**config.mk**
```make
export PLATFORM = sky130hd
export DESIGN_NAME = store_result_monitor
export DESIGN_NICKNAME = d
export VERILOG_FILES = /design/src/rtl/store_result_monitor.sv
export SDC_FILE = /design/constraint.sdc
export NUM_CORES = 1
export LEC_CHECK = 0
export BUFFER_PORTS_ARGS = -buffer_cell sky130_fd_sc_hd__buf_2
export CAP_MARGIN = 20
export CORE_ASPECT_RATIO = 0.9
export CORE_MARGIN = 3
export CORE_UTILIZATION = 40
export CTS_BUF_LIST = sky130_fd_sc_hd__clkbuf_4
export CTS_CLUSTER_DIAMETER = 80
export CTS_CLUSTER_SIZE = 16
export DETAILED_ROUTE_END_ITERATION = 12
export HOLD_SLACK_MARGIN = 0.03
export PLACE_DENSITY = 0.63
export SYNTH_ARGS = -nofsm -noshare
export SYNTH_HDL_FRONTEND = slang
export SYNTH_SLANG_ARGS = --single-unit
export TNS_END_PERCENT = 1
```
**constraint.sdc**
```tcl
create_clock -name clk -period 14 [get_ports clk]
set_input_delay 0 -clock clk [delete_from_list [all_inputs] [get_ports clk]]
set_output_delay 0 -clock clk [all_outputs]
set_load 0.01 [all_outputs]
```
**src/rtl/store_result_monitor.sv**
```systemverilog
// store_result_monitor: on-chip pass/fail/timeout checker for the core store stream with a small debug log of recent stores.
module store_result_monitor #(
  parameter logic [31:0] PASS_ADDR    = 32'd84,
  parameter logic [31:0] PASS_DATA    = 32'd7,
  parameter logic [31:0] SCRATCH_ADDR = 32'd80,
  parameter int          TIMEOUT      = 1000,
  parameter int          CW           = 16,
  parameter int          LOG_DEPTH    = 4,
  parameter int          LW           = 2
) (
  input  logic          clk,
  input  logic          reset,
  input  logic          memwrite,
  input  logic [31:0]   dataaddr,
  input  logic [31:0]   writedata,
  output logic          done,
  output logic          pass,
  output logic          fail,
  output logic          timeout,
  output logic [15:0]   store_count,
  output logic [CW-1:0] cycle_count,
  output logic [31:0]   dec_addr,
  output logic [31:0]   dec_data,
  input  logic [LW-1:0] rd_idx,
  output logic [31:0]   rd_addr,
  output logic [31:0]   rd_data
);
  typedef enum logic [1:0] {RUN, PASS, FAIL, TOUT} state_t;
  localparam logic [CW-1:0] TO_LAST = CW'(TIMEOUT - 1);
  localparam logic [LW:0]   FULL    = (LW+1)'(LOG_DEPTH);
  state_t state, state_n;
  logic run, acc, hit, dec;
  logic [LW-1:0] wr_ptr, ridx;
  logic [LW:0] occ;
  logic [31:0] log_addr [LOG_DEPTH];
  logic [31:0] log_data [LOG_DEPTH];
  assign run  = state == RUN;
  assign acc  = run && memwrite;
  assign hit  = dataaddr == PASS_ADDR && writedata == PASS_DATA;
  assign dec  = acc && (hit || dataaddr != SCRATCH_ADDR);
  assign ridx = wr_ptr - 1'b1 - rd_idx;
  assign done    = state != RUN;
  assign pass    = state == PASS;
  assign fail    = state == FAIL;
  assign timeout = state == TOUT;
  // A store decision on the timeout edge wins over the timeout.
  always_comb begin
    state_n = state;
    if (run) state_n = dec ? (hit ? PASS : FAIL) : (cycle_count == TO_LAST ? TOUT : RUN);
  end
  always_ff @(posedge clk) begin
    if (reset) begin
      state       <= RUN;
      store_count <= '0;
      cycle_count <= '0;
      wr_ptr      <= '0;
      occ         <= '0;
      dec_addr    <= '0;
      dec_data    <= '0;
      rd_addr     <= '0;
      rd_data     <= '0;
    end else begin
      state   <= state_n;
      rd_addr <= {1'b0, rd_idx} >= occ ? '0 : log_addr[ridx];
      rd_data <= {1'b0, rd_idx} >= occ ? '0 : log_data[ridx];
      if (run && !(&cycle_count)) cycle_count <= cycle_count + 1'b1;
      if (acc) begin
        if (!(&store_count)) store_count <= store_count + 1'b1;
        wr_ptr <= wr_ptr + 1'b1;
        if (occ != FULL) occ <= occ + 1'b1;
      end
      if (dec) begin
        dec_addr <= dataaddr;
        dec_data <= writedata;
      end
    end
  end
  // Log storage is left uncleared on reset; occupancy masks stale entries.
  always_ff @(posedge clk) begin
    if (acc && !reset) begin
      log_addr[wr_ptr] <= dataaddr;
      log_data[wr_ptr] <= writedata;
    end
  end
endmodule
```
# ---- Yosys cells after proc, flatten, opt, wreduce, memory -nomap -nowiden
# Memories as Yosys holds them, arrays and structs flattened. A register that Yosys moved wholly into a read port is not among the register bits.
# Index checks and enable logic that the tools add are counted.
dict set report classes {
  n_addsub 6
  n_mul 0
  div 0
  magnitude_cmp 1
  eq_ne 8
  n_shift 0
  muxes 5
  bitwise_logic 1
  reduce_logical 15
}
# operator n
set ops {}
lappend ops {{16-bit by 1-bit adder with 16-bit output, second input constant} 2}
lappend ops {{32-bit by 3-bit == test with 1-bit output, second input constant} 1}
lappend ops {{32-bit by 7-bit == test with 1-bit output, second input constant} 1}
lappend ops {{32-bit by 7-bit != test with 1-bit output, second input constant} 1}
lappend ops {{16-bit AND reduction} 2}
lappend ops {{16-bit by 10-bit == test with 1-bit output, second input constant} 1}
lappend ops {{2-bit two-way mux} 3}
lappend ops {{1-bit logical AND} 5}
lappend ops {{2-bit == test, second input constant} 2}
lappend ops {{2-bit AND reduction} 2}
lappend ops {{3-bit by 1-bit adder with 3-bit output, second input constant} 1}
lappend ops {{2-bit by 3-bit greater-or-equal comparator with 1-bit output} 1}
lappend ops {{3-bit != test, second input constant} 1}
lappend ops {{2-bit by 1-bit adder with 2-bit output, second input constant} 1}
lappend ops {{2-bit by 1-bit == test with 1-bit output, second input constant} 1}
lappend ops {{1-bit logical NOT} 2}
lappend ops {{2-bit logical NOT} 1}
lappend ops {{1-bit two-way mux} 2}
lappend ops {{2-bit nonzero test} 1}
lappend ops {{2-bit OR reduction} 1}
lappend ops {{2-bit by 1-bit subtractor with 2-bit output, second input constant} 1}
lappend ops {{2-bit subtractor} 1}
lappend ops {{1-bit logical OR} 1}
lappend ops {{1-bit inverter} 1}
dict set report word_totals {
  reg_bits 103
  latchBits 0
  mem_bits_rw 256
  mem_bits_ro 0
  in_bits 69
  output_inout_bits 164
  elab_cells 45
  mem_count 2
}
# name words width rd rd_ports_with_merged_regs write_ports line
set mem_list {}
lappend mem_list {log_addr 4 32 1 1 1 35} ;# logic [31:0] log_addr [LOG_DEPTH];
lappend mem_list {log_data 4 32 1 1 1 36} ;# logic [31:0] log_data [LOG_DEPTH];

# ---- Longest topological paths before layout
dict set report depth {
  depth_word 5
  ltp_mapped 7
  depth_no_buf 6
}

# ---- Worst setup path before layout
# Ideal clock, no wire load.
dict set report synth_path {
  path_type {flip-flop to flip-flop}
  from {register state[1]}
  to {memory log_addr[1][0] (enable)}
  setup_ns 0.578
  arrival_ns 5.568
  t_required_ns 13.422
  setup_slack_ns 7.854
  path_stages_with_launch 4
  path_buffers 1
  synth_period_minus_slack_ns 6.146
  cell_sequence {dfxtp_1 > or3b_1 > buf_2 > nor3b_1}
}
dict set report synth_between {
  elab_chain_len 5
}
# element line
set synth_lines {}
lappend synth_lines {{from (decl)} 31} ;# state_t state, state_n;
lappend synth_lines {{from (signal assigned)} 63} ;# state <= state_n;
lappend synth_lines {{2-bit logical NOT} 37} ;# assign run = state == RUN;
lappend synth_lines {{1-bit logical AND} 38} ;# assign acc = run && memwrite;
lappend synth_lines {{1-bit logical AND} 80} ;# if (acc && !reset) begin
lappend synth_lines {{1-bit two-way mux} 80}
lappend synth_lines {{1-bit two-way mux (implied by the code)} 81} ;# log_addr[wr_ptr] <= dataaddr;
lappend synth_lines {{to (decl)} 35}
# Every way passes these cells.

# ---- Worst setup path after layout
dict set report layout_path {
  from {register state[1]}
  to {memory log_addr[2][26] (enable)}
}
# Same word-level chain as after synthesis.

==> impl_results.md <==
- Initial antenna violation count: 4
- Final hold violations: 0
- Leak: roughly 7.3 nW
- Peak supply drop: 0.0440 mV
- First-pass GRT wire length: approximately 55000 um
- Vias in the first global route: a little over 9000
- H-tree levels: 1
- Pin count of the biggest net entering global routing: 85
- Via count: 9201
- PortBufs: about 230
- Area of the mapped netlist: about 15000 um^2
- CP arrival: 3.21 ns
- CTS tree: done
- Fin crit share: about 20%
- Synth Flop Type: edfxtp_1
- Num CTS Buffers: 31
- Clock latency on the worst-skew pair: roughly 0.76 ns
- # rows: 67
- Clock buffer depth: 3
- RSZ-0062 raised after global routing: false
- Max-slew headroom: approximately 29%
- Die Ht: slightly below 200 um
- Synth Register Bits: between 400 and 500
- PD cells: around 120 nW/um^2
- Syn_nets: approximately 1000
- Hold WC Path Type: input port to register
- WL/cell: between 15 and 20 um
- Worst EP required: between 10 and 15 ns
- Startpoint Class: register
- Initial core utilization: between 40% and 50%
- Post-CTS resize count: 0
- Die area: between 40000 and 50000 um^2
- Count leader, synth: edfxtp_1
- Post-layout minimum cycle time: between 2 and 3 ns
- Worst-path fanout max: 57
- TritonRoute pass-1 iters: 4
- Final ANT Viol Nets: 0
- Status: finished, final reports clean
- Final Power: 2.24 mW
- Core box area: ~38000 um^2
- Layout area overhead: 23.0%
- Final setup skew: between 0.03 and 0.04 ns
- Worst Tran Pin Value: between 1 and 1.5 ns
- Cell taking the most area after synthesis: edfxtp_1
- Most instantiated cells after synthesis: edfxtp_1, dfxtp_1, nor2_1, mux2i_1, nor2b_1
- Num ports: about 230
- # fillers: roughly 3200
- Register area: around 11000 um^2
- Synth area leaders: edfxtp_1, dfxtp_1, mux4_2
- Total of max-cap violations: 0
- Yosys cell types: 49
- Area share of the largest cell type after synthesis: 50.0%
- Fin. max-slew vios: 0
- Die width: approximately 210 um
- # setup viols final: 0
- Critical path endpoint category: register
- RePlAce Congestion: approximately 0.78
- Clk pin slew, worst setup/hold paths: approximately 0.17 ns
- Setup_tns: 0 ns
- Yosys warning count: 0
- CTS root buf: clkbuf_4
- Syn Area/Cell: approximately 16 um^2
- Drt initial violations: around 490
- Number of remaining DRC errors: 0
- Post-CTS Setup Bufs: 0
- Clock Sinks: between 400 and 500
- Sequential area share after synthesis: just over 70%
- Multi-input logic area: roughly 4200 um^2
- DP HPWL: ~20000 um
- Ys async rst share: 0%
- Setup CP Type: register to register
- Post-synth EDFFs: 256
- Final nets: 1393
- Layout cell share with drive strength beyond 1: between 20% and 30%
- Vias per cell: a little over 5
- Gr usage total: between 10% and 20%
- Post-Route WL: between 30000 and 40000 um
- Synthesized instance count: roughly 940
- Grt ovf: 0
- Fmax: around 350 MHz
## critical path, stage by stage, from the launching register on
cell and delay (ns):
dfxtp_1 0.40, or3b_1 0.58, nor3b_2 0.61, buf_4 0.82
## worst paths after layout
path / start / endpoint / slack (ns) / cells past startpoint
setup / recovery: state[1] / log_addr[2][26] / 11.16 / 3
hold / removal: dataaddr[31] / log_addr[2][31] / 0.18 / 2
hold reg to reg: dec_data[2] / dec_data[2] / 0.51 / 2
setup reg to reg: state[1] / log_addr[2][26] / 11.16 / 3
## flip-flops by register name (all words and copies together), names as in the netlist, 16 cells and up
register and cells:
rd_data 32, rd_addr 32, dec_addr 32, store_count 16, cycle_count 16, log_addr 128
dec_data 32, log_data 128
## power by group
| group | switching [mW] | internal, mW |
|---|---|---|
| combinational | 0.147 | 0.149 |
| sequential | 0.0169 | 1.37 |
| clock | 0.371 | 0.192 |
## kinds of logic after synthesis
logic type | Yosys count | synth area share [%]
buffers and inverters | 54 | 1.68
xor gates and xnor gates | 22 | 1.30
and+or+nand+nor | 255 | 8.80
DFF | 423 | 71.7
adders and majority gates | 11 | 0.895
muxes | 131 | 13.7
AOI/OAI and AO/OA | 46 | 1.90
## repair_timing
item / 4_1_cts / 5_1_grt
setup endpoints to repair: 0 / 0
hold buffers: 138 / 0
endpoints found under the hold margin: 348 / 0
## final cells by class
cell class	count	share of cell area, %
well taps	483	3.19
clock buffers	53	2.10
flip-flops and latches	423	58.3
clock inverters	5	0.311
repair buffers	380	13.8
multi-input cells	465	22.0
diodes	3	0.0397
inverters	12	0.238
## routing by layer
| metal | track usage, % | part of all wire [%] |
|---|---|---|
| met3 | 3.28 | 5.0 |
| met5 | 0 | 0.058 |
| met1 | 25.7 | 47 |
| met4 | 3.50 | 1.8 |
| met2 | 28.7 | 46 |
## stage by stage
| step | util (%) | std cells | instance area, um^2 | setup slack, ns | hold WS, ns |
|---|---|---|---|---|---|
| 6_report | 50.4 | 1824 | 18900 | 11.16 | 0.179 |
| 4_1_cts | 50.4 | 1821 | 18900 | 11.09 | 0.0418 |
| 5_1_grt | 50.4 | 1824 | 18900 | 10.96 | 0.0379 |
| 2_1_floorplan | - | 942 | 15400 | 7.85 | 0.0989 |
| 3_5_place_dp | 45.5 | 1625 | 17100 | 11.16 | 0.255 |
| 3_3_place_gp | 45.5 | 1625 | 17100 | 11.22 | 0.252 |
## layout by cell type (no fill, tap or decap), types with 3 or more instances in the layout
master and n:
inv_1 12, dfxtp_1 167, a21oi_1 17, buf_2 231, nor3b_2 5, diode_2 3
nor3_1 8, o211ai_1 4, buf_4 11, mux2i_1 67, nor2b_1 67, mux4_2 64
nor4_1 14, xor2_1 10, nor2_1 94, xnor2_1 11, nand4_1 11, nand2_1 13
or3_1 10, nand3_1 12, o21ai_0 12, clkbuf_4 53, a211oi_1 3, edfxtp_1 256
ha_1 10, dlygate4sd3_1 138, and3_1 6
(Power assumes the default switching activity.)
